===== config.mk =====
export PLATFORM = sky130hd
export DESIGN_NAME = clk_div_ctrl_flat
export DESIGN_NICKNAME = d
export VERILOG_FILES = /design/src/rtl/clk_div_ctrl_if.sv /design/src/rtl/clk_div_ctrl.sv /design/src/flat_wrapper.sv
export SDC_FILE = /design/constraint.sdc
export NUM_CORES = 1
export LEC_CHECK = 0
export CORE_ASPECT_RATIO = 0.7
export CORE_UTILIZATION = 60
export DETAILED_ROUTE_END_ITERATION = 10
export GPL_TIMING_DRIVEN = 0
export PLACE_DENSITY = 0.89
export REMOVE_ABC_BUFFERS = 1
export SYNTH_ARGS = -nofsm -noshare
export SYNTH_HDL_FRONTEND = slang
export SYNTH_SLANG_ARGS = --single-unit

===== constraint.sdc =====
create_clock -name clk -period 7.7 [get_ports clk]
set_clock_uncertainty 0.15 [all_clocks]
set_input_delay 1.54 -clock clk [delete_from_list [all_inputs] [get_ports clk]]
set_output_delay 1.54 -clock clk [all_outputs]
set_load 0.05 [all_outputs]

===== src/rtl/clk_div_ctrl_if.sv =====
// Control/status bundle for clk_div_ctrl. The optional period_cnt output
// exists only when CLK_DIV_CTRL_PERIOD_CNT_EN is defined.
interface clk_div_ctrl_if #(
    parameter int CNT_W = 16
);
    logic             enable;
    logic [CNT_W-1:0] div_val;
    logic             div_load;
    logic             div_ack;
    logic             clk_div;
    logic             tick;
    logic             busy;
`ifdef CLK_DIV_CTRL_PERIOD_CNT_EN
    logic [15:0]      period_cnt;

    modport master (
        output enable, div_val, div_load,
        input  div_ack, clk_div, tick, busy, period_cnt
    );
    modport slave (
        input  enable, div_val, div_load,
        output div_ack, clk_div, tick, busy, period_cnt
    );
`else
    modport master (
        output enable, div_val, div_load,
        input  div_ack, clk_div, tick, busy
    );
    modport slave (
        input  enable, div_val, div_load,
        output div_ack, clk_div, tick, busy
    );
`endif
endinterface


===== src/rtl/clk_div_ctrl.sv =====
// Run-time fabric clock divider controller: glitch-free ratio changes at period
// boundaries and clean start/stop. Optional macro: CLK_DIV_CTRL_PERIOD_CNT_EN.
module clk_div_ctrl #(
    parameter int CNT_W       = 16,
    parameter int DEFAULT_DIV = 4
) (
    input  logic           clk,
    input  logic           rst_n,
    clk_div_ctrl_if.slave  bus
);

    typedef enum logic [1:0] {
        IDLE      = 2'd0,
        RUN       = 2'd1,
        STOP_PEND = 2'd2
    } state_t;

    state_t           state, state_nx;
    logic [CNT_W-1:0] cnt, cnt_nx;
    logic [CNT_W-1:0] ratio, ratio_nx;
    logic [CNT_W-1:0] shadow, shadow_nx;
    logic             pending, pending_nx;
    logic             clk_div_q, clk_div_nx;
    logic             tick_q, tick_nx;
    logic             ack_q, ack_nx;

    logic [CNT_W-1:0] load_val;
    logic [CNT_W-1:0] eff_shadow;
    logic             eff_pending;
    logic             at_end;
    logic             run_nx;
    logic [CNT_W-1:0] half_nx;

    always_ff @(posedge clk or negedge rst_n) begin
        if (!rst_n) begin
            state     <= IDLE;
            cnt       <= '0;
            ratio     <= CNT_W'(DEFAULT_DIV);
            shadow    <= '0;
            pending   <= 1'b0;
            clk_div_q <= 1'b0;
            tick_q    <= 1'b0;
            ack_q     <= 1'b0;
        end else begin
            state     <= state_nx;
            cnt       <= cnt_nx;
            ratio     <= ratio_nx;
            shadow    <= shadow_nx;
            pending   <= pending_nx;
            clk_div_q <= clk_div_nx;
            tick_q    <= tick_nx;
            ack_q     <= ack_nx;
        end
    end

    always_comb begin
        state_nx   = state;
        cnt_nx     = cnt;
        ratio_nx   = ratio;
        shadow_nx  = shadow;
        pending_nx = pending;
        ack_nx     = 1'b0;

        load_val    = (bus.div_val < CNT_W'(2)) ? CNT_W'(2) : bus.div_val;
        // A load in the tick cycle joins the pending slot so it lands on this wrap.
        eff_pending = pending | bus.div_load;
        eff_shadow  = bus.div_load ? load_val : shadow;
        at_end      = (cnt == ratio - CNT_W'(1));

        case (state)
            IDLE: begin
                cnt_nx = '0;
                if (bus.div_load) begin
                    ratio_nx = load_val;
                    ack_nx   = 1'b1;
                end
                if (bus.enable)
                    state_nx = RUN;
            end
            RUN, STOP_PEND: begin
                if (at_end) begin
                    cnt_nx = '0;
                    if (eff_pending) begin
                        ratio_nx   = eff_shadow;
                        pending_nx = 1'b0;
                        ack_nx     = 1'b1;
                    end
                    state_nx = bus.enable ? RUN : IDLE;
                end else begin
                    cnt_nx     = cnt + CNT_W'(1);
                    shadow_nx  = eff_shadow;
                    pending_nx = eff_pending;
                    state_nx   = bus.enable ? RUN : STOP_PEND;
                end
            end
            default: begin
                state_nx = IDLE;
                cnt_nx   = '0;
            end
        endcase

        // Outputs are registered, so derive them from the values the counter takes next.
        run_nx     = (state_nx != IDLE);
        half_nx    = {1'b0, ratio_nx[CNT_W-1:1]} + {{(CNT_W-1){1'b0}}, ratio_nx[0]};
        clk_div_nx = run_nx && (cnt_nx < half_nx);
        tick_nx    = run_nx && (cnt_nx == ratio_nx - CNT_W'(1));
    end

    assign bus.clk_div = clk_div_q;
    assign bus.tick    = tick_q;
    assign bus.div_ack = ack_q;
    assign bus.busy    = (state != IDLE);

`ifdef CLK_DIV_CTRL_PERIOD_CNT_EN
    logic [15:0] period_cnt_q;

    always_ff @(posedge clk or negedge rst_n) begin
        if (!rst_n)
            period_cnt_q <= '0;
        else if (tick_q)
            period_cnt_q <= period_cnt_q + 16'd1;
    end

    assign bus.period_cnt = period_cnt_q;
`endif

endmodule


===== src/flat_wrapper.sv =====
// flat-port wrapper written by rule: the top's interface ports become plain ports
module clk_div_ctrl_flat 
#(
    parameter int CNT_W       = 16,
    parameter int DEFAULT_DIV = 4
)
  (clk, rst_n, bus_enable, bus_div_val, bus_div_load, bus_div_ack, bus_clk_div, bus_tick, bus_busy);
  clk_div_ctrl_if #(.CNT_W(CNT_W)) bus_i ();
  input  logic clk;
  input  logic rst_n;
  input wire logic [$bits(bus_i.enable)-1:0] bus_enable;
  input wire logic [$bits(bus_i.div_val)-1:0] bus_div_val;
  input wire logic [$bits(bus_i.div_load)-1:0] bus_div_load;
  output wire logic [$bits(bus_i.div_ack)-1:0] bus_div_ack;
  output wire logic [$bits(bus_i.clk_div)-1:0] bus_clk_div;
  output wire logic [$bits(bus_i.tick)-1:0] bus_tick;
  output wire logic [$bits(bus_i.busy)-1:0] bus_busy;
  assign bus_i.enable = bus_enable;
  assign bus_i.div_val = bus_div_val;
  assign bus_i.div_load = bus_div_load;
  assign bus_div_ack = bus_i.div_ack;
  assign bus_clk_div = bus_i.clk_div;
  assign bus_tick = bus_i.tick;
  assign bus_busy = bus_i.busy;
  clk_div_ctrl #(.CNT_W(CNT_W), .DEFAULT_DIV(DEFAULT_DIV)) u_core (.clk(clk), .rst_n(rst_n), .bus(bus_i));
endmodule

# --- After elaboration in Yosys (flattened, before gate mapping) ---
# Index checks and enable logic that the tools add are counted.
classes:
  n_addsub: 4
  n_lt_le_gt_ge: 2
  n_eq_ne: 5
  n_mux: 19
  bitwise: 2
  n_reduce_logical: 8
ops:
  columns: ["cell", "count"]
  rows:
  - ["$mux 16", 7]
  - ["$eq 16x16->1", 2]
  - ["$pmux 16 s2", 1]
  - ["$sub 16x1->16 const B", 2]
  - ["$add 15x1->16", 1]
  - ["$add 16x1->16 const B", 1]
  - ["$lt 16x16->1", 1]
  - ["$lt 16x2->1 const B", 1]
  - ["$mux 1", 6]
  - ["$mux 2", 3]
  - ["$pmux 2 s2", 1]
  - ["$reduce_and 2->1", 2]
  - ["$reduce_bool 2->1", 2]
  - ["$eq 2x1->1 const B", 1]
  - ["$eq 2x2->1 const B", 1]
  - ["$logic_and 1x1->1", 2]
  - ["$logic_not 2->1", 1]
  - ["$ne 2x1->1 const B", 1]
  - ["$pmux 1 s2", 1]
  - ["$reduce_or 2->1", 1]
  - ["$not 1->1", 1]
  - ["$or 1x1->1", 1]
word_totals:
  regBits: 54
  input_bits: 20
  elab_cells: 48

# --- Depth between registers and ports, before layout ---
depth:
  ltp_word: 9
  mapped_depth: 32
  depth_no_buf: 29

# --- Worst setup path before layout ---
# No wires, ideal clock.
synth_path:
  kind: "input port to flip-flop"
  from: "input bus_div_load"
  to: "register u_core.clk_div_q (netlist: u_core.bus.clk_div)"
  setup_time_ns: 0.065
  arrival_ns: 6.174
  required_time_ns: 7.485
  slack_ns: 1.311
  stages: 26
  path_cell_list: "clkbuf_1 clkbuf_1 clkbuf_1 nand2_1 o21ai_0 a311oi_2 inv_1 ha_1 ha_1 nand2_1 nor4_1 nand2_1 nor2_1 xnor2_1 ha_1 a21o_1 a21oi_1 nor2b_1 o21ai_0 nand2b_1 a21oi_1 nor2b_1 o21ai_0 or4b_2 a2111oi_0 or3_1"
synth_via:
  elab_chain_len: 7
synth_lines:
  columns: ["item", "line_no", "source"]
  rows:
  - ["from (decl)", "flat_wrapper.sv:13", "input wire logic [$bits(bus_i.div_load)-1:0] bus_div_load;"]
  - ["$mux 16 / $or 1x1->1 (equally long branches)", "clk_div_ctrl.sv:67, clk_div_ctrl.sv:66", null]
  - ["$mux 16", "clk_div_ctrl.sv:83", "if (eff_pending) begin"]
  - ["$mux 16", "clk_div_ctrl.sv:81", "if (at_end) begin"]
  - ["$pmux 16 s2 (*)", "clk_div_ctrl.sv:70", "case (state)"]
  - ["named net u_core.ratio_nx[1]", "clk_div_ctrl.sv:20", "logic [CNT_W-1:0] ratio, ratio_nx;"]
  - ["$add 15x1->16 (*)", "clk_div_ctrl.sv:104", "half_nx = {1'b0, ratio_nx[CNT_W-1:1]} + {{(CNT_W-1){1'b0}}, ratio_nx[0]};"]
  - ["$lt 16x16->1 (*)", "clk_div_ctrl.sv:105", "clk_div_nx = run_nx && (cnt_nx < half_nx);"]
  - ["$logic_and 1x1->1 (*)", "clk_div_ctrl.sv:105", null]
  - ["named net u_core.clk_div_nx", "clk_div_ctrl.sv:23", "logic clk_div_q, clk_div_nx;"]
  - ["to (signal assigned)", "clk_div_ctrl.sv:50", "clk_div_q <= clk_div_nx;"]
  - ["to (decl)", "clk_div_ctrl.sv:23", null]
# The timed path passes the listed nets; every way through them passes the cells marked *.
# A chain may end at the register's enable or synchronous reset.

# --- Worst setup path in the final report ---
# Ends and elaborated chain as after synthesis.

==> summary.md <==
| Metric | Value |
|---|---|
| Outcome | finished, final reports clean |
| Area Overhead vs Synth | 10.42% |
| Nets@finish | 600 |
| Post-synth top flop | dfrtp_1 |
| Multi-input logic area | approximately 0.0032 mm^2 |
| RSZ-0062 raised after global routing | no |
| Core Rows | 26 |
| I/O pin cnt | 24 |
| Max VDD drop | between 200 and 300 uV |
| Gr usage total | roughly 38% |
| H-tree depth | 2 |
| Synth warn | 0 |
| Fraction of registers with async set/reset | 100.0% |
| Via count | approximately 4600 |
| Startpoint types | primary input |
| Final Cycle Share | between 90% and 100% |
| Crit path kind | primary input to flop |
| Slew HR | between 10% and 20% |
| Final Slew Violations | 0 |
| Routed Antenna Nets | 0 |
| Grt ovf | 0 |
| Fin crit period | 7.442 ns |
| Number of synthesized flops with an enable pin | 0 |
| Post-Syn Area | ~0.0048 mm^2 |
| Routability congestion estimate from global placement | around 0.96 |
| Clk buf depth | 2 |
| Diodes inserted | 0 |
| Die span in y | approximately 76 um |
| Initial antenna violation count | 0 |
| Initial DRC Count | 480 |
| PortBufs | 23 |
| CP max FO | 29 |
| Setup WS post-layout | approximately 0.26 ns |
| CP max-delay cell | or4b_2 |
| Leak | roughly 2.2 nW |
| # setup viols final | 0 |
| Wire per inst | about 23 um |
| Number of fill cells | ~600 |
| Largest net degree at the start of global routing | 30 |
| Synthesized instance count | approximately 540 |
| CP bufs+invs | 3 |
| Setup crit end kind | flop |
| Worst path arrival time | 7.53 ns |
| Post-CTS Hold Buffers | 0 |
| Avg Synthesized Cell Area | 8.770 um^2 |
| Largest stage delay on the critical path | 0.70 ns |
| TritonCTS clock tree | yes |
| Pwr Density | 430.9 mW/mm^2 |
| HP Class | flop to flop |
| #FFs+latches synth | 54 |
| Die X | 108.4 um |
| HPWL Detailed | around 11000 um |
| Clk_lat worst skew | roughly 0.30 ns |
| Post-synth cell types | 73 |
| Ratio of cells with drive above 1 in the final layout | between 10% and 20% |
| Starting Density | a little under two thirds |
| Vias in the first global route | 4490 |
| Die ar. | 0.008288 mm^2 |
| Root Buffer | clkbuf_16 |
| Worst-Margin Slew | roughly 1.2 ns |
| WHS | ~0.36 ns |
| Core area | 0.007482 mm^2 |
| Max_cap viols | 0 |
| First-pass GRT wire length | 23850 um |
| Worst path required time | ~8 ns |
| CP Cell Sequence | buf_2 -> inv_1 -> a21o_1 -> nor4_4 -> a21oi_4 -> a221oi_2 -> inv_2 -> ha_1 -> and3_1 -> nand3_1 -> nor3_1 -> xnor2_1 -> ha_1 -> a21o_1 -> a21oi_1 -> nor2b_1 -> o21ai_0 -> nand2b_1 -> a21oi_1 -> nor2b_1 -> o21ai_0 -> or4b_2 -> a2111oi_0 -> or3_1 |
| CTS sink count | 54 |
| Place WS | -0.9529 ns |
| # DRC | 0 |
| Vias/cell | 6.979 |
| DRT Pass-1 Iters | 5 |
| Total Power | roughly 2.3 mW |
| Register area | ~0.0014 mm^2 |
| Final Routed Wirelength | around 15000 um |
| Seq/Total Area, Yosys | roughly 28% |
| Final Hold Viols | 0 |
| CP top delay family | compound AO/OA/AOI/OAI gates |
| CTS Buf Count | 5 |
| Fmax | 0.1344 GHz |
| Reg clk slew, reported paths | 0.07 ns |
registers in the layout, summed over array words and instances, names as in the netlist:
register            count
u_core.shadow          16
u_core.pending          1
u_core.bus.div_ack      1
u_core.state            2
u_core.cnt             16
u_core.bus.clk_div      1
u_core.bus.tick         1
u_core.ratio           16
power by group:
group          switching, mW  leakage, nW  total [mW]  internal [mW]
Clock                  0.110       0.0841       0.273          0.163
Sequential             0.112        0.686       0.489          0.377
Combinational          0.948         1.40        1.50          0.552
synth_stat cells, types with 3 or more instances:
library cell / instances / area [um^2]
or3_1: 9 / 56.30
o31a_1: 4 / 35.03
a21o_1: 8 / 60.06
a221oi_2: 3 / 45.04
nor4_4: 3 / 63.81
or4_1: 4 / 30.03
buf_2: 6 / 30.03
nor3_1: 14 / 70.07
nand2_1: 42 / 157.7
and3_1: 10 / 62.56
clkbuf_1: 11 / 41.29
o31ai_1: 4 / 30.03
and4b_1: 4 / 40.04
or2_2: 5 / 31.28
and2_1: 5 / 31.28
xor2_1: 15 / 131.4
o211ai_1: 6 / 45.04
xnor2_1: 48 / 420.4
o21ai_0: 23 / 115.1
nor2b_1: 5 / 31.28
nand4_1: 6 / 37.54
nor4_1: 16 / 100.1
nor2_1: 44 / 165.2
nand2b_1: 4 / 25.02
a31oi_1: 5 / 31.28
a211oi_1: 12 / 90.09
dfrtp_1: 53 / 1326
nand3_1: 20 / 100.1
nand4b_1: 3 / 26.28
a21oi_1: 17 / 85.08
o211a_1: 3 / 30.03
mux2i_1: 8 / 80.08
inv_1: 27 / 101.4
o21ai_1: 3 / 15.01
mux2_2: 20 / 225.2
ha_1: 22 / 275.3
path summary, 6_finish.rpt:
check	startpoint	to	slack [ns]	cells after the start
min in group asynchronous	rst_n	u_core.shadow[4]	1.12	1
worst max register to register	u_core.ratio[1]	u_core.bus.clk_div	0.39	27
worst min-delay path	u_core.shadow[13]	u_core.shadow[13]	0.36	1
worst min register to register	u_core.shadow[13]	u_core.shadow[13]	0.36	1
max in group asynchronous	rst_n	u_core.cnt[15]	5.67	2
worst max-delay path	bus_div_load	u_core.bus.clk_div	0.26	24
layout make-up:
type,count,area share (%)
Inverter,29,2.074
Multi-Input combinational cell,440,61.38
Clock inverter,1,0.5721
Clock buffer,7,2.718
Timing Repair Buffer,28,5.149
Tap cell,98,2.336
Sequential cell,54,25.77
cells in the final DEF, fill, tap and decap left out, types with 5 or more instances in the layout:
master and instances:
dfrtp_1 53, xnor2_1 48, nor2_1 44, nand2_1 42, inv_1 27, o21ai_0 23
ha_1 22, clkdlybuf4s50_1 21, nand3_1 20, mux2_2 20, a21oi_1 17, nor4_1 15
xor2_1 15, nor3_1 13, a211oi_1 12, and3_1 10, or3_1 9, a21o_1 8
mux2i_1 8, o211ai_1 6, nand4_1 6, or2_2 5, a31oi_1 5, and2_1 5
clkbuf_16 5
layer usage:
layer	up-vias	routed length, um	part of all wire [%]	global-route usage (%)
li1	2043	-	-	-
met1	2208	6327	43	53.61
met2	294	6439	43	56.31
met3	40	1648	11	8.725
met4	0	447	3.0	12.03
met5	-	0	0	0
through the flow:
stage | cell area, um^2 | instances | TNS (ns) | util (%)
finish | 5249 | 657 | 0 | 70.15
global route | 5249 | 657 | 0 | 70.15
CTS | 5246 | 657 | 0 | 70.12
detailed placement | 5031 | 645 | -0.9529 | 67.24
global placement | 5016 | 644 | -0.8350 | 67.04
floorplan | 4663 | 523 | 0 | -
kinds of logic after synthesis:
family / Yosys count / synth area share, %
DFF: 54 / 28.45
xor gates and xnor gates: 63 / 11.61
AOI/OAI and AO/OA: 116 / 18.32
and+or+nand+nor: 211 / 25.22
buffers and inverters: 48 / 4.186
adders and majority gates: 22 / 5.791
muxes: 28 / 6.423
what timing repair did:
item                                    4_1_cts  5_1_grt
endpoints found under the setup margin        1        1
pin swaps                                     1        0
gates resized for setup                       5        4
endpoints found under the hold margin         0        0
buffers inserted                              4        0
Power figures use the tool's default switching activity.
